### config.mk
export PLATFORM = sky130hd
export DESIGN_NAME = serial_transmit
export DESIGN_NICKNAME = d
export VERILOG_FILES = /design/src/rtl/serial_pkg.sv /design/src/rtl/serial_fifo.sv /design/src/rtl/serial_transmit.sv
export SDC_FILE = /design/constraint.sdc
export NUM_CORES = 1
export LEC_CHECK = 0
export CORE_MARGIN = 3
export CORE_UTILIZATION = 53
export CTS_CLUSTER_DIAMETER = 60
export DETAILED_ROUTE_END_ITERATION = 8
export GPL_TIMING_DRIVEN = 0
export PLACE_DENSITY = 0.74
export SETUP_SLACK_MARGIN = 0.3
export SLEW_MARGIN = 0
export SYNTH_ARGS = -nofsm -noshare
export SYNTH_HDL_FRONTEND = slang
export SYNTH_SLANG_ARGS = --single-unit
### constraint.sdc
create_clock -name clk -period 2.35 [get_ports clk]
set_input_delay 0.3525 -clock clk [delete_from_list [all_inputs] [get_ports clk]]
set_output_delay 0.3525 -clock clk [all_outputs]
set_load 0.03 [all_outputs]
### src/rtl/serial_pkg.sv
// Shared types and helpers for the serial transmitter: FSM states, parity modes and bit timing.
package serial_pkg;

    typedef enum logic [2:0] {
        ST_IDLE   = 3'd0,
        ST_START  = 3'd1,
        ST_DATA   = 3'd2,
        ST_PARITY = 3'd3,
        ST_STOP   = 3'd4,
        ST_BREAK  = 3'd5
    } state_t;

    localparam int PARITY_NONE = 0;
    localparam int PARITY_ODD  = 1;
    localparam int PARITY_EVEN = 2;

    function automatic int cycles_per_bit(input real freq, input real baud);
        return $rtoi(freq / baud);
    endfunction

    // Line parity bit for a word zero-extended to the widest legal frame
    function automatic logic parity_bit(input logic [8:0] data, input int mode);
        logic p;
        case (mode)
            PARITY_ODD:  p = ~^data;
            PARITY_EVEN: p = ^data;
            default:     p = 1'b0;
        endcase
        return p;
    endfunction

endpackage

### src/rtl/serial_fifo.sv
// Synchronous FIFO with wrap-bit pointers; the head word is presented on dout whenever !empty.
module serial_fifo
    import serial_pkg::*;
#(
    parameter int WIDTH = 8,
    parameter int DEPTH = 4
) (
    input  logic             clk,
    input  logic             rst,
    input  logic             push,
    input  logic             pop,
    input  logic [WIDTH-1:0] din,
    output logic [WIDTH-1:0] dout,
    output logic             full,
    output logic             empty
);

    localparam int AW = $clog2(DEPTH);
    localparam logic [AW:0] PTR_ONE = {{AW{1'b0}}, 1'b1};

    logic [AW:0]      wr_ptr_r;
    logic [AW:0]      rd_ptr_r;
    logic [WIDTH-1:0] mem_r [DEPTH];
    logic             wr_en_s;
    logic             rd_en_s;

    assign wr_en_s = push && !full;
    assign rd_en_s = pop && !empty;

    // Pointer advance; the extra MSB distinguishes full from empty
    always_ff @(posedge clk) begin
        if (rst) begin
            wr_ptr_r <= '0;
            rd_ptr_r <= '0;
        end else begin
            if (wr_en_s) begin
                wr_ptr_r <= wr_ptr_r + PTR_ONE;
            end else begin
                wr_ptr_r <= wr_ptr_r;
            end
            if (rd_en_s) begin
                rd_ptr_r <= rd_ptr_r + PTR_ONE;
            end else begin
                rd_ptr_r <= rd_ptr_r;
            end
        end
    end

    // Storage array write port
    always_ff @(posedge clk) begin
        if (wr_en_s) begin
            mem_r[wr_ptr_r[AW-1:0]] <= din;
        end
    end

    assign dout  = mem_r[rd_ptr_r[AW-1:0]];
    assign empty = (wr_ptr_r == rd_ptr_r);
    assign full  = (wr_ptr_r[AW] != rd_ptr_r[AW]) && (wr_ptr_r[AW-1:0] == rd_ptr_r[AW-1:0]);

endmodule

### src/rtl/serial_transmit.sv
// Parametrised UART transmitter: host stb/dat/rdy handshake into a FIFO, framed onto txd.
// Line-break generation (brk input, BREAK state) is compiled in with SERIAL_TRANSMIT_BREAK_EN.
module serial_transmit
    import serial_pkg::*;
#(
    parameter real BAUDRATE  = 96e2,
    parameter real FREQUENCY = 12e6,
    parameter int  WIDTH     = 8,
    parameter int  PARITY    = 0,
    parameter int  STOP      = 1,
    parameter int  DEPTH     = 4
) (
    input  logic             clk,
    input  logic             rst,
    input  logic             stb,
    input  logic [WIDTH-1:0] dat,
`ifdef SERIAL_TRANSMIT_BREAK_EN
    input  logic             brk,
`endif
    output logic             rdy,
    output logic             bsy,
    output logic             txd
);

    localparam int CYCLES  = cycles_per_bit(FREQUENCY, BAUDRATE);
    localparam int CW      = $clog2(CYCLES);
    localparam int HAS_PAR = (PARITY != PARITY_NONE) ? 1 : 0;

    localparam logic [CW-1:0] CYC_LAST  = CW'(CYCLES - 1);
    localparam logic [CW-1:0] CYC_ONE   = CW'(1'b1);
    localparam logic [3:0]    BIT_ONE   = 4'd1;
    localparam logic [3:0]    DATA_LAST = 4'(WIDTH - 1);
    localparam logic [3:0]    STOP_LAST = 4'(STOP - 1);
`ifdef SERIAL_TRANSMIT_BREAK_EN
    localparam int            FRAME_BITS = 1 + WIDTH + HAS_PAR + STOP;
    localparam logic [3:0]    BRK_LAST   = 4'(FRAME_BITS - 1);
`endif

    state_t           state_r;
    logic [CW-1:0]    cyc_r;
    logic [3:0]       bit_r;
    logic [WIDTH-1:0] shift_r;
    logic             par_r;
    logic             txd_r;
    logic             rst_q_r;

    logic             push_s;
    logic             pop_s;
    logic             full_s;
    logic             empty_s;
    logic [WIDTH-1:0] fifo_dout_s;
    logic             bit_end_s;
    logic             line_s;

    assign push_s    = stb && rdy;
    assign bit_end_s = (cyc_r == CYC_LAST);

    serial_fifo #(
        .WIDTH (WIDTH),
        .DEPTH (DEPTH)
    ) u_fifo (
        .clk   (clk),
        .rst   (rst),
        .push  (push_s),
        .pop   (pop_s),
        .din   (dat),
        .dout  (fifo_dout_s),
        .full  (full_s),
        .empty (empty_s)
    );

    // Pop decision: from IDLE, or on the final cycle of the last stop bit for gapless frames
    always_comb begin
        pop_s = 1'b0;
        case (state_r)
            ST_IDLE: begin
`ifdef SERIAL_TRANSMIT_BREAK_EN
                pop_s = !empty_s && !brk;
`else
                pop_s = !empty_s;
`endif
            end
            ST_STOP: begin
                if (bit_end_s && (bit_r == STOP_LAST)) begin
                    pop_s = !empty_s;
                end else begin
                    pop_s = 1'b0;
                end
            end
            default: pop_s = 1'b0;
        endcase
    end

    // Line level belonging to the current state; registered one clock later into txd
    always_comb begin
        line_s = 1'b1;
        case (state_r)
            ST_IDLE:   line_s = 1'b1;
            ST_START:  line_s = 1'b0;
            ST_DATA:   line_s = shift_r[0];
            ST_PARITY: line_s = par_r;
            ST_STOP:   line_s = 1'b1;
            ST_BREAK:  line_s = 1'b0;
            default:   line_s = 1'b1;
        endcase
    end

    // Registered copy of reset so rdy stays low for the first cycle after release
    always_ff @(posedge clk) begin
        rst_q_r <= rst;
    end

    // Frame sequencer: state, bit and cycle counters, shift register and line output
    always_ff @(posedge clk) begin
        if (rst) begin
            state_r <= ST_IDLE;
            cyc_r   <= '0;
            bit_r   <= 4'd0;
            shift_r <= '0;
            par_r   <= 1'b0;
            txd_r   <= 1'b1;
        end else begin
            txd_r <= line_s;
            if ((state_r == ST_IDLE) || bit_end_s) begin
                cyc_r <= '0;
            end else begin
                cyc_r <= cyc_r + CYC_ONE;
            end
            case (state_r)
                ST_IDLE: begin
                    bit_r <= 4'd0;
`ifdef SERIAL_TRANSMIT_BREAK_EN
                    if (brk) begin
                        state_r <= ST_BREAK;
                    end else
`endif
                    if (pop_s) begin
                        shift_r <= fifo_dout_s;
                        par_r   <= parity_bit(9'(fifo_dout_s), PARITY);
                        state_r <= ST_START;
                    end else begin
                        state_r <= ST_IDLE;
                    end
                end
                ST_START: begin
                    if (bit_end_s) begin
                        bit_r   <= 4'd0;
                        state_r <= ST_DATA;
                    end
                end
                ST_DATA: begin
                    if (bit_end_s) begin
                        shift_r <= {1'b0, shift_r[WIDTH-1:1]};
                        if (bit_r == DATA_LAST) begin
                            bit_r   <= 4'd0;
                            state_r <= (HAS_PAR != 0) ? ST_PARITY : ST_STOP;
                        end else begin
                            bit_r <= bit_r + BIT_ONE;
                        end
                    end
                end
                ST_PARITY: begin
                    if (bit_end_s) begin
                        bit_r   <= 4'd0;
                        state_r <= ST_STOP;
                    end
                end
                ST_STOP: begin
                    if (bit_end_s) begin
                        if (bit_r == STOP_LAST) begin
                            bit_r <= 4'd0;
                            if (pop_s) begin
                                shift_r <= fifo_dout_s;
                                par_r   <= parity_bit(9'(fifo_dout_s), PARITY);
                                state_r <= ST_START;
                            end else begin
                                state_r <= ST_IDLE;
                            end
                        end else begin
                            bit_r <= bit_r + BIT_ONE;
                        end
                    end
                end
`ifdef SERIAL_TRANSMIT_BREAK_EN
                ST_BREAK: begin
                    // Minimum one full frame of space, then wait for brk low at a bit boundary
                    if (bit_end_s) begin
                        if ((bit_r >= BRK_LAST) && !brk) begin
                            bit_r   <= STOP_LAST;
                            state_r <= ST_STOP;
                        end else if (bit_r < BRK_LAST) begin
                            bit_r <= bit_r + BIT_ONE;
                        end else begin
                            bit_r <= bit_r;
                        end
                    end
                end
`endif
                default: begin
                    bit_r   <= 4'd0;
                    state_r <= ST_IDLE;
                end
            endcase
        end
    end

    assign rdy = !rst_q_r && !full_s;
    assign bsy = (state_r != ST_IDLE) || !empty_s;
    assign txd = txd_r;

endmodule

# Word level (Yosys, flattened, before mapping)

Memory sizes are Yosys's and may differ from the RTL's. A register that Yosys moved wholly into a read port is not among the register bits.
Cells that the tools add are included.

Register bits: 35
Latch bits: 0
Memory bits (writable): 32
ROM bits: 0
Input bits: 11
Output and inout port bits: 3
Logic and storage cells: 84
Memories: 1

Add/sub/neg operators: 4
Multiply operators: 0
Divide/modulo/power cells: 0
Order comparisons: 0
Equality and inequality tests: 17
Shifts and indexed selects: 0
Multiplexer cells: 30
Bitwise gates (word level): 0
Reductions and logical operators: 23

Memory list:

| memory       | depth | bits a word | rd ports | clocked after Yosys merged registers in | wr ports | line              | text |
|---|---|---|---|---|---|---|---|
| u_fifo.mem_r | 4     | 8           | 1        | 1                                       | 1        | serial_fifo.sv:23 | `logic [WIDTH-1:0] mem_r [DEPTH];` |

Operator list:

| cell                                                            | number |
|---|---|
| 8-bit two-way mux                                               | 4 |
| 8-bit one-hot mux with 3 select lines                           | 1 |
| 4-bit two-way mux                                               | 5 |
| 3-bit two-way mux                                               | 6 |
| 3-bit one-hot mux with 5 select lines                           | 1 |
| 2-bit != test, second input constant                            | 6 |
| 4-bit one-hot mux with 3 select lines                           | 1 |
| 11-bit by 1-bit adder with 11-bit output, second input constant | 1 |
| 11-bit == test, second input constant                           | 1 |
| 1-bit two-way mux                                               | 7 |
| 3-bit by 1-bit adder with 3-bit output, second input constant   | 2 |
| 3-bit by 2-bit == test with 1-bit output, second input constant | 2 |
| 3-bit == test, second input constant                            | 2 |
| 1-bit logical AND                                               | 6 |
| 3-bit AND reduction                                             | 2 |
| 6-bit AND reduction                                             | 1 |
| 3-bit nonzero test                                              | 2 |
| 2-bit OR reduction                                              | 3 |
| 4-bit by 1-bit adder with 4-bit output, second input constant   | 1 |
| 4-bit by 3-bit == test with 1-bit output, second input constant | 1 |
| 4-bit logical NOT                                               | 1 |
| 2-bit two-way mux                                               | 2 |
| 1-bit one-hot mux with 2 select lines                           | 2 |
| 4-bit AND reduction                                             | 1 |
| 10 further kinds                                                | 13 |

# Depth between registers and ports, before layout

Depth in word-level cells: 8
Mapped depth: 9

# By module

Synthesis repeated with hierarchy kept, for this count alone.

Cell total of the unflattened synthesis: 263
Area total of the unflattened synthesis: 3133.0 µm²

Modules (own cells, without submodules):

| module          | instances | cells an instance | area each (µm²) |
|---|---|---|---|
| serial_fifo     | 1         | 110               | 1731.7 |
| serial_transmit | 1         | 153               | 1401.3 |

# Worst setup path before layout

Ideal clock, no wire load.

Path kind: register -> register
Start point: register cyc_r[5]
End point: register bit_r[2]
Library setup time: 0.071 ns
Arrival time: 2.154 ns
Required time: 2.279 ns
Path slack: 0.126 ns
Stages on the path, launching flop included: 8
Buffers on the path: 2
Period minus slack after synthesis: 2.224 ns
Cells stage by stage: dfxtp_1 > or4b_4 > or3_1 > buf_6 > and2_4 > buf_6 > or4b_1 > a21oi_1

Cells in the longest elaborated chain, start to end: 3
Elaborated cells between the ends (all ways): 5

RTL lines:

| what                                                                                              | line                   | text |
|---|---|---|
| start, declared                                                                                   | serial_transmit.sv:40  | `logic [CW-1:0] cyc_r;` |
| start signal, assigned                                                                            | serial_transmit.sv:127 | `cyc_r <= cyc_r + CYC_ONE;` |
| 11-bit == test *                                                                                  | serial_transmit.sv:56  | `assign bit_end_s = (cyc_r == CYC_LAST);` |
| 2-bit by 1-bit != test with 1-bit output (no source line) / 2-bit != test (equally long branches) | n/a                    |  |
| 3-bit AND reduction (no source line) *                                                            | n/a                    |  |
| end signal, assigned                                                                              | serial_transmit.sv:158 | `bit_r <= bit_r + BIT_ONE;` |
| end signal, assigned                                                                              | serial_transmit.sv:180 | `bit_r <= bit_r + BIT_ONE;` |
| end, declared                                                                                     | serial_transmit.sv:41  | `logic [3:0] bit_r;` |

Mark *: on every way between the ends. The rest lies on a longest branch, timed or not.
A chain may end at the register's enable or synchronous reset.

# Worst setup path in the final report

Start point: register cyc_r[4]
End point: register bit_r[2]

The elaborated chain is that of the path after synthesis.

==> flow_summary.yaml <==
critical_path:
  crit_buf_inv: 2
  critical-path-top-delay-family: "simple AND/OR/NAND/NOR gates"
  crit_top_cell: "buf_6"
  worst_setup_path_end_kind: "register"
  crit_chain: "or4b_4 > or3_4 > buf_6 > and2_4 > buf_6 > or4b_1 > a21oi_1"
  crit_type: "register to register"
  cp_data_required_time_ns: 2.62
  crit_path_max_incr_delay_ns: 0.54
  cp_slowest_cell: "or4b_4"
  critical_path_data_arrival_time_ns: 2.53
  crit_path_launch_type: "register"
  critical_path_peak_fanout: 4
flow_run:
  timing.max_cap.violations: 0
timing:
  fmax_ghz: 0.4412
  unrepaired_setup_endpoints_after_global_routing: "true"
  period_share_pct: 96.45
  setup_viol_count_final: 0
  period_needed_ns: 2.267
  worst_clock_skew_ns: 0.008719
  hold_violations: 0
  least_margin_pin_slew_ns: 0.6992
  timing.hold.ws_ns: 0.4470
  max_slew_margin_pct: 53.39
  maxSlewViolCount: 0
floorplanning:
  chipHeight_um: 80.29
  core_region_area_um2: 5238
  rows: 26
  initial_cell_density_of_the_core_pct: 55.85
  ioPinCount: 14
  die_area_um2: 6446
  die_width_um: 80.29
min_path:
  worst_hold_path_type: "register to register"
logic_synthesis:
  ys.warnings.count: 0
  synth_sequential_area_ratio_pct: 57.49
  yosysTopAreaCell: "edfxtp_1"
  synthDistinctLibCells: 40
  muxShareOfSynthArea_pct: 8.896
  net_count_after_synthesis: 258
  post_synth_inst_count: 238
  synth.cell_area_um2: 2925
  postSynthRegisterBits: 68
  avgSynthCellArea_um2: 12.29
  synth_xor_area_share_pct: 5.389
  ys_top_cells_by_area: "edfxtp_1 33%, dfxtp_1 25%, mux4_2 6.2%"
  synth_top_family_by_area: "simple AND/OR/NAND/NOR gates"
  most_used_standard_cells_in_the_synthesized_netlist: "36 x dfxtp_1, 32 x edfxtp_1, 27 x nor2_1, 11 x xnor2_1, 10 x nand3_1"
  synth_fa_ha_area_share_pct: 3.849
  synthMostInstantiatedCell: "dfxtp_1"
  synth_simple_gate_area_share_pct: 14.80
  synth_compound_gate_area_share_pct: 6.886
  synth-main-ff-cell: "dfxtp_1"
  netlist.area_leader.share_pct: 32.85
  synth-edff-count: 32
  async_reset_ff_share_pct: 0
cts:
  tritoncts_clock_tree: "yes"
  clock_latency_ns: 0.33
  cts.sink_count: 68
  clockRootBuffer: "clkbuf_8"
  htree_levels: 3
  cts_buffer_depth: 2
  postCtsHoldBufs: 0
  worst_setup_hold_path_clk_slew_ns: 0.08
  numCtsBuffers: 9
layout:
  area_growth_syn_to_layout_pct: 22.37
  final_layout_size_suffix_gt1_share_pct: 28.57
  final_cells: 350
  antenna_cells_inserted: 0
  nNetsFinal: 295
  layout.filler_cells: 383
  finish.utilization_pct: 68.35
  finish.instance_area_um2: 3580
global_route:
  total_congestion_overflow: 0
  grt_pass1_wl_um: 8949
  global_route.usage.met3_pct: 4.372
  antenna_violations_before_repair: 0
  most_crowded_layer_gr: "met2"
  grt_max_degree: 14
  grt_pass1_vias: 1835
  globalRouteMet1Util_pct: 25.48
  grt.total_usage_pct: 18.65
  global_route.usage.met2_pct: 28.64
place:
  placed_area_um2: 3197
  dp_hpwl_um: 3550
  post-place-cells: 321
  gp_weighted_congestion: 0.8068
  port_buffers: 13
detailed_routing:
  detailedRoute.firstPassIterationCount: 4
  route.detailed.vias_per_inst: 5.506
  drt-initial-drc-count: 80
  wirelength_um: 5437
  ant_nets: 0
  dr_total_vias: 1927
  detail_route.drc_violations: 0
  wire_length_per_cell_um: 15.53
pwr:
  total_leakage_power_nw: 1.247
  power_density_nw_per_um2: 1081
  peakVddDrop_v: 0.0007200
run_status:
  outcome: "finished, final reports clean"
## cells in the final DEF (no fill, tap or decap), types with 9 or more instances in the layout
cell type        netlist  final
buf_4                  0     12
clkbuf_8               0      9
clkdlybuf4s50_1        0     11
dfxtp_1               36     31
edfxtp_1              32     32
ha_1                   9      9
nor2_1                27     27
xnor2_1               11     10
## power by group
part           switching [mW]  total [mW]  internal [mW]
Sequential             0.0873        1.46           1.37
Clock                   0.454       0.841          0.387
Combinational           0.823        1.57          0.748
Total                    1.36        3.87           2.50
## registers in the layout (all words and copies together) (netlist names), named ones only
register         count
cyc_r               11
u_fifo.rd_ptr_r      3
state_r              3
u_fifo.wr_ptr_r      3
u_fifo.mem_r        32
txd                  1
bit_r                4
shift_r              8
rst_q_r              1
## final cells by class
type                            count  area [um^2]  area share (%)
Multi-Input combinational cell    153         1297           36.25
Sequential cell                    68         1688           47.15
Timing Repair Buffer               26        245.2           6.851
Clock inverter                      7        52.55           1.468
Buffer                             11        62.56           1.748
Tap cell                           70        87.58           2.447
Inverter                            6        22.52          0.6292
Clock buffer                        9        123.9           3.460
## metal layers
metal / share of wire [%] / vias up
met4: 0.39 / 0
met5: 0 / -
met3: 4.4 / 2
li1: - / 948
met2: 49 / 42
met1: 46 / 935
## through the flow
step	setup slack (ns)	power [mW]	setup TNS [ns]
detailed placement	-0.1557	2.763	-3.209
finish	0.08332	3.869	0
global route	0.01173	4.104	0
floorplan	0.1267	2.467	0
CTS	0.07641	3.799	0
global placement	-0.09810	2.733	-1.295
## worst reg2reg max path, cell delays in order (launching register included)
cell     delay, ns
dfxtp_2       0.32
or4b_4        0.54
or3_4         0.35
buf_6         0.14
and2_4        0.13
buf_6         0.11
or4b_1        0.50
a21oi_1       0.13
## final timing paths
kind	startpoint	endpoint	slack, ns	cells past startpoint
setup / recovery	cyc_r[4]	bit_r[2]	0.08	7
hold / removal	cyc_r[0]	cyc_r[0]	0.45	1
setup reg to reg	cyc_r[4]	bit_r[2]	0.08	7
hold reg to reg	cyc_r[0]	cyc_r[0]	0.45	1
## kinds of logic after synthesis
group           after synthesis
flops                        68
buf+inv                      17
simple gates                 80
mux                          16
xor+xnor                     18
compound gates               30
fa+ha+maj                     9
## what timing repair did
item	4_1_cts	5_1_grt
setup endpoints to repair	52	64
gates resized for setup	12	22
pin swaps	4	5
endpoints found under the hold margin	0	0
setup buffers	8	5
Power figures use the tool's default switching activity.
